==> config.mk <==
export PLATFORM = sky130hd
export DESIGN_NAME = sc_et_decoder
export DESIGN_NICKNAME = d
export VERILOG_FILES = /design/src/rtl/sc_dec_pkg.sv /design/src/rtl/sc_len_log2.sv /design/src/rtl/sc_et_decoder.sv
export SDC_FILE = /design/constraint.sdc
export NUM_CORES = 2
export LEC_CHECK = 0
export BUFFER_PORTS_ARGS = -buffer_cell sky130_fd_sc_hd__buf_4
export CAP_MARGIN = 40
export CELL_PAD_IN_SITES_DETAIL_PLACEMENT = 2
export CELL_PAD_IN_SITES_GLOBAL_PLACEMENT = 2
export CORE_MARGIN = 4
export CORE_UTILIZATION = 34
export DETAILED_ROUTE_END_ITERATION = 8
export PLACE_DENSITY = 0.77
export SYNTH_ARGS = -nofsm -noshare
export SYNTH_HDL_FRONTEND = slang
export SYNTH_HIERARCHICAL = 1
export SYNTH_SLANG_ARGS = --single-unit
==> constraint.sdc <==
create_clock -name clk -period 8.4 [get_ports clk]
set_clock_uncertainty 0.05 [all_clocks]
set_input_delay 0.84 -clock clk [delete_from_list [all_inputs] [get_ports clk]]
set_output_delay 0.84 -clock clk [all_outputs]
set_load 0.1 [all_outputs]
==> src/rtl/sc_dec_pkg.sv <==
// sc_dec_pkg: shared state type, sizes and saturating normalization helper for sc_et_decoder
package sc_dec_pkg;
    typedef enum logic [1:0] {IDLE, COUNT, NORM, VALID} state_t;
    localparam int LEN_W = 64;
    localparam int LEN_LOG_W = $clog2(LEN_W + 1);
    typedef logic [LEN_W:0] wide_t;
    function automatic wide_t norm_sat(input wide_t ones, input int unsigned sh, input int unsigned lw, input int unsigned w);
        wide_t n, m;
        n = ones << sh;
        m = (wide_t'(1) << w) - wide_t'(1);
        return (|(n >> lw)) ? m : (n >> (lw - w)) & m;
    endfunction
endpackage

==> src/rtl/sc_len_log2.sv <==
// sc_len_log2: floor(log2(len)) priority encoder with power-of-two flag
module sc_len_log2 #(
    parameter int LEN_W = 64,
    parameter int LOG_W = $clog2(LEN_W + 1)
) (
    input  logic [LEN_W:0]   len,
    output logic [LOG_W-1:0] k,
    output logic             pow2
);
    always_comb begin
        k = '0;
        for (int i = 0; i <= LEN_W; i++) if (len[i]) k = LOG_W'(i);
    end
    assign pow2 = $countones(len) == 1;
endmodule

==> src/rtl/sc_et_decoder.sv <==
// sc_et_decoder: per-channel ones counting and power-of-two normalization of SC bitstreams
module sc_et_decoder #(
    parameter int WIDTH = 8,
    parameter int NUM_INPUTS = 8,
    parameter int LEN_W = WIDTH * NUM_INPUTS
) (
    input  logic                          clk,
    input  logic                          rst,
    input  logic                          start,
    input  logic                          en,
    input  logic [NUM_INPUTS-1:0]         xs,
    input  logic                          done_in,
    input  logic                          out_ready,
    output logic                          out_valid,
    output logic [WIDTH*NUM_INPUTS-1:0]   results,
    output logic [$clog2(LEN_W+1)-1:0]    len_log2,
    output logic                          err
);
    import sc_dec_pkg::*;
    localparam int LOG_W = $clog2(LEN_W + 1);
    localparam logic [LEN_W:0] SAT = {1'b1, {LEN_W{1'b0}}};
    localparam logic [LEN_W:0] ONE = {{LEN_W{1'b0}}, 1'b1};
    state_t state, nxt;
    logic [LEN_W:0] len;
    logic [LOG_W-1:0] k;
    logic pow2, clr, cnt;
    logic [WIDTH*NUM_INPUTS-1:0] norm;
    assign clr = state == IDLE && start;
    assign cnt = state == COUNT && !done_in && en;
    assign out_valid = state == VALID;
    always_comb
        nxt = state == IDLE  ? (start ? COUNT : IDLE) :
              state == COUNT ? (done_in ? NORM : COUNT) :
              state == NORM  ? VALID :
              (out_ready ? IDLE : VALID);
    always_ff @(posedge clk)
        if (rst) state <= IDLE;
        else state <= nxt;
    always_ff @(posedge clk)
        if (rst) len <= '0;
        else if (clr) len <= {{LEN_W{1'b0}}, en};
        else if (cnt && len != SAT) len <= len + ONE;
    for (genvar i = 0; i < NUM_INPUTS; i++) begin : g_ch
        logic [LEN_W:0] ones;
        always_ff @(posedge clk)
            if (rst) ones <= '0;
            else if (clr) ones <= {{LEN_W{1'b0}}, en & xs[i]};
            else if (cnt && xs[i] && ones != SAT) ones <= ones + ONE;
        assign norm[i*WIDTH +: WIDTH] = WIDTH'(norm_sat(wide_t'(ones), LEN_W - int'(k), LEN_W, WIDTH));
    end
    sc_len_log2 #(.LEN_W(LEN_W), .LOG_W(LOG_W)) u_len_log2 (.len(len), .k(k), .pow2(pow2));
    always_ff @(posedge clk)
        if (rst) begin
            results <= '0;
            len_log2 <= '0;
            err <= 1'b0;
        end else if (state == NORM) begin
            results <= norm;
            len_log2 <= k;
            err <= !pow2;
        end
endmodule

==> flow_metrics.env <==
export IMPL_worstSetupStartpointType="flip-flop"
export IMPL_numPlacedInstances=8381
export IMPL_setup_viol=0
export IMPL_drive_above_1_share_pct=15.7
export IMPL_vias=55676
export IMPL_ys_seq_area_share_pct=23.3
export IMPL_grt_use_met2_pct=44.9
export IMPL_max_stage_delay_ns=0.83
export IMPL_dr_pass1_iters=5
export IMPL_insertion_delay_ns=0.73
export IMPL_ys_top_cells_by_count="678 x nor2_1, 659 x dfxtp_1, 553 x nand2_1"
export IMPL_crit_family="simple AND/OR/NAND/NOR gates"
export IMPL_path_max_fanout=53
export IMPL_netlist_area_um2=56700
export IMPL_path_clk_slew_ns=0.06
export IMPL_critPathBufInv=1
export IMPL_postSynthAreaPerCell_um2=8.55
export IMPL_ys_ff_latch=659
export IMPL_grt_total_usage_pct=27.9
export IMPL_place_congestion=0.933
export IMPL_maxSlewViolCount=0
export IMPL_crit_slowest_cell="nand2_1"
export IMPL_dp_hpwl_um=177000
export IMPL_cts_sinks=659
export IMPL_vdd_drop_max_v=0.000117
export IMPL_rsz0062_at_grt="no"
export IMPL_synth_warnings=6
export IMPL_postCtsSetupBuffers=0
export IMPL_via_per_inst=6.52
export IMPL_fin_setup_tns_ns=0
export IMPL_postRouteAntennaNets=0
export IMPL_drt_wl_total_um=251000
export IMPL_power_density_nw_per_um2=126
export IMPL_ys_flop_type="dfxtp_1"
export IMPL_portBuffers=86
export IMPL_final_util_pct=37.2
export IMPL_io_pins=87
export IMPL_synth_top_cell_area_share_pct=23.3
export IMPL_gr_usage_met3_pct=4.24
export IMPL_cts_tree="built"
export IMPL_die_h_um=416
export IMPL_crit_type="flip-flop to flip-flop"
export IMPL_antenna_found_initial=8
export IMPL_synthToLayoutAreaGrowth_pct=8.64
export IMPL_coreArea_um2=165000
export IMPL_syn_inst=6627
export IMPL_routedWlPerCell_um=29.4
export IMPL_fin_nets=6407
export IMPL_cp_end_kind="flip-flop"
export IMPL_cts_buffers=86
export IMPL_synth_area_top_cells="dfxtp_1 23%, mux4_2 14%, mux2i_1 7.7%"
export IMPL_path_cells="or4_1, or4b_1, a31oi_1, nor3_1, o31ai_1, a21oi_4, buf_4, or4_4, o21ai_4, nand2_4, nand2_1, o32ai_1, o31ai_2, a211oi_1"
export IMPL_period_share_pct=86.1
export IMPL_fill_cells=18360
export IMPL_grt_max_degree=161
export IMPL_hold_class="primary input to flip-flop"
export IMPL_required_ns=8.89
export IMPL_std_cell_rows=149
export IMPL_synth_top_area_cell="dfxtp_1"
export IMPL_worst_ep_arrival_time_ns=7.73
export IMPL_gr_usage_met1_pct=35.4
export IMPL_finalNonFillerCells=8542
export IMPL_start_util_pct=34.3
export IMPL_fmax_mhz=138
export IMPL_grt_pass1_wl_um=379000
export IMPL_async_flop_share_pct=0
export IMPL_synth_cell_types=97
export IMPL_synth_fp_nets=6751
export IMPL_clock_path_buffers=3
export IMPL_top_usage_layer="met2"
export IMPL_grt_pass1_vias=58205
export IMPL_yosysMostFrequentCell="nor2_1"
export IMPL_grt_overflow=0
export IMPL_drt_iter0_markers=5324
export IMPL_chipWidth_um=416
export IMPL_cts_root_buf="clkbuf_16"
export IMPL_maxCapViolCount=0
export IMPL_hold_viol=0
export IMPL_htreeDepth=3
export IMPL_synth_edf_count=0
export IMPL_holdBufCountCts=0
export IMPL_slew_headroom_pct=32.8
export IMPL_fp_dieArea_um2=173000
export IMPL_route_detailed_drc=0
export IMPL_status="finished clean"
export IMPL_worst_pin_slew_ns=1.00
export IMPL_leakage_uw=0.0202
export IMPL_fin_crit_ns=7.23
export IMPL_cts_resized=0
-- layout by cell type, fill, tap and decap left out, drive strengths merged, types with 70 or more instances in the layout --
cell / synthesis / layout
xnor2: 115 / 115
nor3: 121 / 121
o211ai: 70 / 70
or3: 85 / 85
dfxtp: 659 / 659
nand2: 555 / 555
and3: 121 / 121
a211oi: 90 / 90
buf: 288 / 224
inv: 213 / 222
mux2: 187 / 187
xor2: 335 / 335
o21ai: 242 / 242
nor2: 679 / 679
mux2i: 435 / 435
nand4: 242 / 242
nand3: 302 / 302
nor4: 194 / 194
clkbuf: 371 / 116
mux4: 364 / 364
a21oi: 259 / 259
and4: 74 / 74
-- sequential cells by signal (all words and copies together) (netlist names) --
name / flops
g_ch.ones: 520
len_log2: 7
len: 65
results: 64
state: 2
err: 1
-- worst reg2reg max path: stages, from the launching register on --
cell      delay (ns)
dfxtp_1         0.43
or4_1           0.60
or4b_1          0.59
a31oi_1         0.33
nor3_1          0.12
o31ai_1         0.41
a21oi_4         0.09
buf_4           0.31
or4_4           0.70
o21ai_4         0.80
nand2_4         0.71
nand2_1         0.85
o32ai_1         0.21
o31ai_2         0.68
a211oi_1        0.19
-- per-stage QoR --
stage / worst slack (ns) / power, uW / area, um^2 / hold WS [ns]
4_1_cts: 1.44 / 7830 / 61500 / 0.347
6_report: 1.17 / 7760 / 61600 / 0.396
3_5_place_dp: 1.45 / 3900 / 58600 / 0.411
5_1_grt: 1.15 / 7980 / 61600 / 0.407
3_3_place_gp: 1.47 / 3880 / 58400 / 0.401
2_1_floorplan: 2.19 / 3660 / 56700 / 0.398
-- logic make-up (layout without fill, tap and decap cells) --
family | Yosys count | count (layout) | synth area share, %
muxes | 986 | 986 | 25.9
other | 0 | 1 | 0
buffers and inverters | 872 | 597 | 6.75
AOI/OAI and AO/OA | 988 | 988 | 11.3
DFF | 659 | 659 | 23.3
xor gates and xnor gates | 450 | 450 | 7.02
adders and majority gates | 110 | 110 | 3.14
and+or+nand+nor | 2562 | 2562 | 22.7
-- path summary, 6_finish.rpt --
check | cells past startpoint | to | slack (ns) | start
min | 4 | state[1]$_SDFF_PP0_ | 0.40 | out_ready
max | 14 | results[25]$_SDFFE_PP0P_ | 1.17 | len[13]$_SDFFE_PP0P_
max reg2reg | 14 | results[25]$_SDFFE_PP0P_ | 1.17 | len[13]$_SDFFE_PP0P_
min reg2reg | 2 | len_log2[5]$_SDFFE_PP0P_ | 0.42 | len_log2[5]$_SDFFE_PP0P_
-- report_power, final --
group          total, uW  internal [uW]  switching [uW]
sequential          3230           3150            71.8
clock               3920           2270            1650
combinational        612            134             478
total               7760           5560            2200
-- cell type report --
cell class / count / area (um^2) / area share, %
clock buffer: 115 / 2440 / 3.97
sequential: 659 / 13200 / 21.4
clock inverter: 42 / 459 / 0.746
inverter: 213 / 805 / 1.31
tap: 2189 / 2740 / 4.45
multi-input combinational: 5096 / 40000 / 64.9
timing repair buffer: 227 / 1990 / 3.22
antenna: 1 / 2.50 / 0.00406
-- metal layers --
layer  up-vias  wire length, um
met4         6            16400
met3       692            17000
li1      23794                -
met5         -               41
met1     28900           102000
met2      2284           115000
No activity file was read; power rests on OpenSTA's default activity.
